## src/rtl/sync_fork_n.sv

```systemverilog
// Purpose: N-way eager fork; one valid/ready stream is broadcast to NUM_OUT branches, each completing independently.
// Latency: 0 cycles by default; 1 cycle with SYNC_FORK_OUT_REG_EN (one-entry input buffer, 1 item / 2 cycles).
// Backpressure: the input is held off until every enabled branch has accepted the current item.
module sync_fork_n #(
    parameter int NUM_OUT = 2,
    parameter int DATA_W  = 32
) (
    input  logic                      clk_i,
    input  logic                      rst_ni,
    input  logic                      valid_i,
    output logic                      ready_o,
    input  logic [DATA_W-1:0]         data_i,
    input  logic [NUM_OUT-1:0]        mask_i,
    output logic [NUM_OUT-1:0]        valid_o,
    input  logic [NUM_OUT-1:0]        ready_i,
    output logic [NUM_OUT*DATA_W-1:0] data_o
);

    logic               init_q;
    logic [NUM_OUT-1:0] done_q;

    // Item currently being forked: the raw input, or the buffered copy.
    logic               src_vld;
    logic [DATA_W-1:0]  src_dat;
    logic [NUM_OUT-1:0] src_msk;

    logic [NUM_OUT-1:0] cmp;
    logic               fork_done;

    always_ff @(posedge clk_i or negedge rst_ni) begin
        if (!rst_ni) begin
            init_q <= 1'b0;
        end else begin
            init_q <= 1'b1;
        end
    end

    assign cmp       = ~src_msk | done_q | ready_i;
    assign fork_done = init_q & src_vld & (&cmp);
    assign valid_o   = (init_q & src_vld) ? (src_msk & ~done_q) : '0;
    assign data_o    = init_q ? {NUM_OUT{src_dat}} : '0;

`ifdef SYNC_FORK_OUT_REG_EN
    logic               buf_vld_q;
    logic [DATA_W-1:0]  buf_data_q;
    logic [NUM_OUT-1:0] buf_mask_q;

    // Accepting only into an empty buffer keeps ready_o free of any ready_i path.
    assign ready_o = init_q & ~buf_vld_q;
    assign src_vld = buf_vld_q;
    assign src_dat = buf_data_q;
    assign src_msk = buf_mask_q;

    always_ff @(posedge clk_i or negedge rst_ni) begin
        if (!rst_ni) begin
            buf_vld_q  <= 1'b0;
            buf_data_q <= '0;
            buf_mask_q <= '0;
        end else if (valid_i && ready_o) begin
            buf_vld_q  <= 1'b1;
            buf_data_q <= data_i;
            buf_mask_q <= mask_i;
        end else if (fork_done) begin
            buf_vld_q  <= 1'b0;
        end
    end
`else
    assign ready_o = init_q & (&cmp);
    assign src_vld = valid_i;
    assign src_dat = data_i;
    assign src_msk = mask_i;
`endif

    always_ff @(posedge clk_i or negedge rst_ni) begin
        if (!rst_ni) begin
            done_q <= '0;
        end else if (fork_done) begin
            done_q <= '0;
        end else begin
            done_q <= done_q | (valid_o & ready_i);
        end
    end

    // Producer must hold the item steady until it is accepted.
    property p_input_stable;
        @(posedge clk_i) disable iff (!rst_ni)
            (init_q && valid_i && !ready_o) |=> (valid_i && $stable(data_i) && $stable(mask_i));
    endproperty
    a_input_stable: assert property (p_input_stable);

endmodule

```

## config.mk

```make
export PLATFORM = sky130hd
export DESIGN_NAME = sync_fork_n
export DESIGN_NICKNAME = d
export VERILOG_FILES = /design/src/rtl/sync_fork_n.sv
export SDC_FILE = /design/constraint.sdc
export NUM_CORES = 1
export LEC_CHECK = 0
export CORE_MARGIN = 2
export CORE_UTILIZATION = 21
export DETAILED_ROUTE_END_ITERATION = 12
export PLACE_DENSITY = 0.81
export SLEW_MARGIN = 25
export SYNTH_ARGS = -nofsm -noshare
export SYNTH_HDL_FRONTEND = slang
export SYNTH_SLANG_ARGS = --single-unit
```

## constraint.sdc

```tcl
create_clock -name clk_i -period 1.28 [get_ports clk_i]
set_input_delay 0.192 -clock clk_i [delete_from_list [all_inputs] [get_ports clk_i]]
set_output_delay 0.192 -clock clk_i [all_outputs]
set_load 0.05 [all_outputs]
```

Word level (Yosys, flattened, before mapping). Index checks and enable logic that the tools add are counted.

Mux-type cells: 3. Bitwise logic cells: 10. Reduce and logical (&&, ||, !) cells: 1.

Operators by type and width (count): 64-bit two-way mux (1); 2-bit OR (3); 2-bit AND (2); 2-bit two-way mux (2); 2-bit inverter (2); 1-bit AND (3); 2-bit AND reduction (1).

Bits in registers: 3. Input bits: 39. Output and inout bits: 67. Word-level logic and storage cells: 16.

Logic depth before layout (Yosys ltp).
Depth after elaboration: 6. Depth in mapped cells: 4.

Worst setup path before layout. No wires, ideal clock.

Path kind: register -> output. Start: reg init_q. End: out valid_o[0]. Arrival time: 1720 ps. Data required time: 1088 ps. Slack: -632 ps. Stages on the path, launching flop included: 4. Path through: dfrtp_1 clkbuf_2 nand2_1 nor3b_1.

Longest elaborated chain between the ends: 2.

Ends and longest elaborated chain: start: declaration (RTL line 19) `logic init_q;`; start signal: assignment (RTL line 32) `init_q <= 1'b0;`; start signal: assignment (RTL line 34) `init_q <= 1'b1;`; 1-bit AND (RTL line 40) `assign valid_o = (init_q & src_vld) ? (src_msk & ~done_q) : '0;`; 2-bit two-way mux (RTL line 40); end: declaration (RTL line 14) `output logic [NUM_OUT-1:0] valid_o,`.

No other way between the ends.

Final worst setup path.
Start: reg done_q[1]. End: out ready_o.

Longest elaborated chain between the ends: 4.

Ends and longest elaborated chain: start: declaration (RTL line 20) `logic [NUM_OUT-1:0] done_q;`; start signal: assignment (RTL line 80) `done_q <= done_q | (valid_o & ready_i);`; 2-bit OR (2 in series) (RTL line 38) `assign cmp = ~src_msk | done_q | ready_i;`; 2-bit AND reduction (RTL line 68) `assign ready_o = init_q & (&cmp);`; 1-bit AND (RTL line 68); end: declaration (RTL line 11) `output logic ready_o,`.

No other way between the ends.

==> flow_metrics.tcl <==
set metrics [dict create \
    report.final.slew_viol_count 0 \
    row_count 19 \
    die_w_um 57.87 \
    leakagePower_uw 0.001072 \
    grt_pass1_vias 1073 \
    clk_path_buf_depth 2 \
    cts_inserted_buffers 3 \
    arrival_ns 1.33 \
    fin_crit_ns 1.524 \
    rsz0062_at_grt "yes" \
    failed_checks "setup timing" \
    ys_seq_area_frac 0.1232 \
    num_vias 902 \
    gp_congestion 0.7119 \
    root_buffer "clkbuf_4" \
    grt_start_max_net_pins 9 \
    stdcell_count 200 \
    async_flop_share 1.000 \
    crit_path_max_fanout 2 \
    wire_per_inst_um 18.14 \
    antenna_found_initial 0 \
    postRouteAntennaNets 0 \
    dp_slack_ns -0.3526 \
    die_area_um2 3348 \
    gr-total-overflow 0 \
    crit_path_cell_trace "or3b_4, and3_4, buf_12" \
    htreeDepth 1 \
    crit_path_start_kind "register" \
    diodes 0 \
    syn_area_um2 609.3 \
    fin_skew_ns 0.004144 \
    drive_above_1_share 0.7337 \
    use_met3 0.09152 \
    finalCritPeriodShare 1.191 \
    synthCells 82 \
    gr-usage-met1 0.2068 \
    cp.required_ns 1.09 \
    io_buffer_count 105 \
    use_met2 0.4448 \
    synth_edf_count 0 \
    syn_to_final_growth_pct 298.8 \
    ios 106 \
    final_nets 209 \
    grtUsageTotal 0.2228 \
    via_per_inst 4.510 \
    drc 0 \
    yosysWarnings 0 \
    finalSetupViolations 67 \
    post_synth_num_cell_types 13 \
    hold_violations 0 \
    critPathCaptureType "primary output" \
    synth-seq-cells 3 \
    synth_nets 121 \
    clkLatencyLatePin_ns 0.23 \
    syn_area_per_cell_um2 7.431 \
    grt_pass1_wl_um 5637 \
    dp_cells 189 \
    finalWirelength_um 3627 \
    slowest_delay_ns 0.40 \
    min_path_type "input port to async pin" \
    critical_path_class "register to primary output" \
    drv_cap 0 \
    r2r-start "init_q$_DFF_PN0_" \
    synth_top_flop_cell "dfrtp_1" \
    cts_tree "yes" \
    startpoint "done_q[1]$_DFF_PN0_" \
    drt_iter0_drc 6 \
    start_util 0.2210 \
    reg2reg_slack_ns 0.04 \
    fmax_mhz 656.0 \
    path_clk_slew_ns 0.04 \
    core_um2 2758 \
    grt_busiest_layer "met2" \
    fill_cells 116 \
    postLayoutSetupSlackWorst_ns -0.2444 \
    p_per_area_nw_per_um2 642.3 \
    cts_hold_buf 0 \
    dr.pass1.iters 4 \
    cpMaxStageDelayCell "dfrtp_1" \
    cts_sinks 3 \
    place_hpwl_um 2489 \
    vdd_ir_drop_max_v 0.0007593 \
    status "finished, violations left" \
    dieHeight_um 57.87 \
]
[cell usage after synthesis, types with 2 or more instances]
| cell | instances | area (um^2) |
|---|---|---|
| a31oi_1 | 2 | 12.51 |
| a41oi_1 | 2 | 17.52 |
| and2_1 | 32 | 200.2 |
| buf_4 | 32 | 240.2 |
| clkbuf_1 | 2 | 7.510 |
| dfrtp_1 | 3 | 75.07 |
| nor3b_1 | 2 | 15.01 |
| or3b_1 | 2 | 17.52 |
[stage by stage]
| step | util | hold slack (ns) | total power (uW) | cell area (um^2) | TNS (ns) |
|---|---|---|---|---|---|
| floorplan | - | -0.1036 | 734.7 | 753.2 | -0.8163 |
| global placement | 0.8226 | 0.3850 | 1305 | 2268 | -0.5586 |
| detailed placement | 0.8226 | 0.3902 | 1319 | 2268 | -0.6857 |
| CTS | 0.9002 | 0.1428 | 1571 | 2482 | -12.55 |
| global route | 0.8811 | 0.1613 | 1596 | 2430 | -11.46 |
| finish | 0.8811 | 0.1448 | 1561 | 2430 | -9.130 |
[worst max-delay path: cells and delay by family, from the launching register on]
family,cells,cell delay (ns)
simple gates,2,0.55
flops,1,0.40
buf+inv,1,0.14
[cell families after synthesis]
family | count (synthesis) | share of synthesized area
flops | 3 | 0.1232
buf+inv | 36 | 0.4230
other cells | 1 | 0.006154
compound gates | 4 | 0.04928
simple gates | 38 | 0.3984
[placed cells by master (no fill, tap or decap)]
cell type / instances
a31oi_1: 2
a41oi_1: 1
a41oi_2: 1
and2_4: 32
and3_4: 1
buf_12: 70
buf_16: 1
buf_4: 8
buf_6: 2
clkbuf_1: 1
clkbuf_4: 3
clkdlybuf4s50_1: 33
conb_1: 1
dfrtp_1: 2
dfrtp_2: 1
dlygate4sd2_1: 4
dlymetal6s2s_1: 1
nand2_2: 1
nor3b_4: 2
or3b_4: 2
[power by group]
part	total, uW	internal [uW]	switching, uW
logic	1270	657	614
clock network	172	117	55.2
registers	117	105	12.4
[path summary, 6_finish.rpt]
| kind | depth (start not counted) | end |
|---|---|---|
| setup / recovery | 3 | ready_o |
| hold / removal | 1 | done_q[1]$_DFF_PN0_ |
| setup reg to reg | 5 | done_q[1]$_DFF_PN0_ |
| hold reg to reg | 2 | done_q[0]$_DFF_PN0_ |
| max in group asynchronous | 1 | init_q$_DFF_PN0_ |
| min in group clk_i | 3 | done_q[0]$_DFF_PN0_ |
[registers in the layout, indices dropped and copies added, names as in the netlist]
name and count:
done_q 2, init_q 1
[metal layers]
| layer | wire, um | part of all wire |
|---|---|---|
| met3 | 443 | 0.12 |
| met5 | 0 | 0 |
| met4 | 80 | 0.022 |
| met2 | 2025 | 0.56 |
| met1 | 1077 | 0.30 |
[layout make-up]
type,count,area (um^2),area share
Timing Repair Buffer,119,1889,0.7775
Multi-Input combinational cell,43,399.1,0.1643
Tap cell,31,38.79,0.01596
Sequential cell,3,76.32,0.03141
Clock buffer,4,26.28,0.01081
[repair_timing]
item,CTS,global route
endpoints found under the setup margin,67,69
setup buffers,7,1
resized for setup,25,2
pin swaps,6,3
cloned,3,0
(Power assumes the default switching activity.)
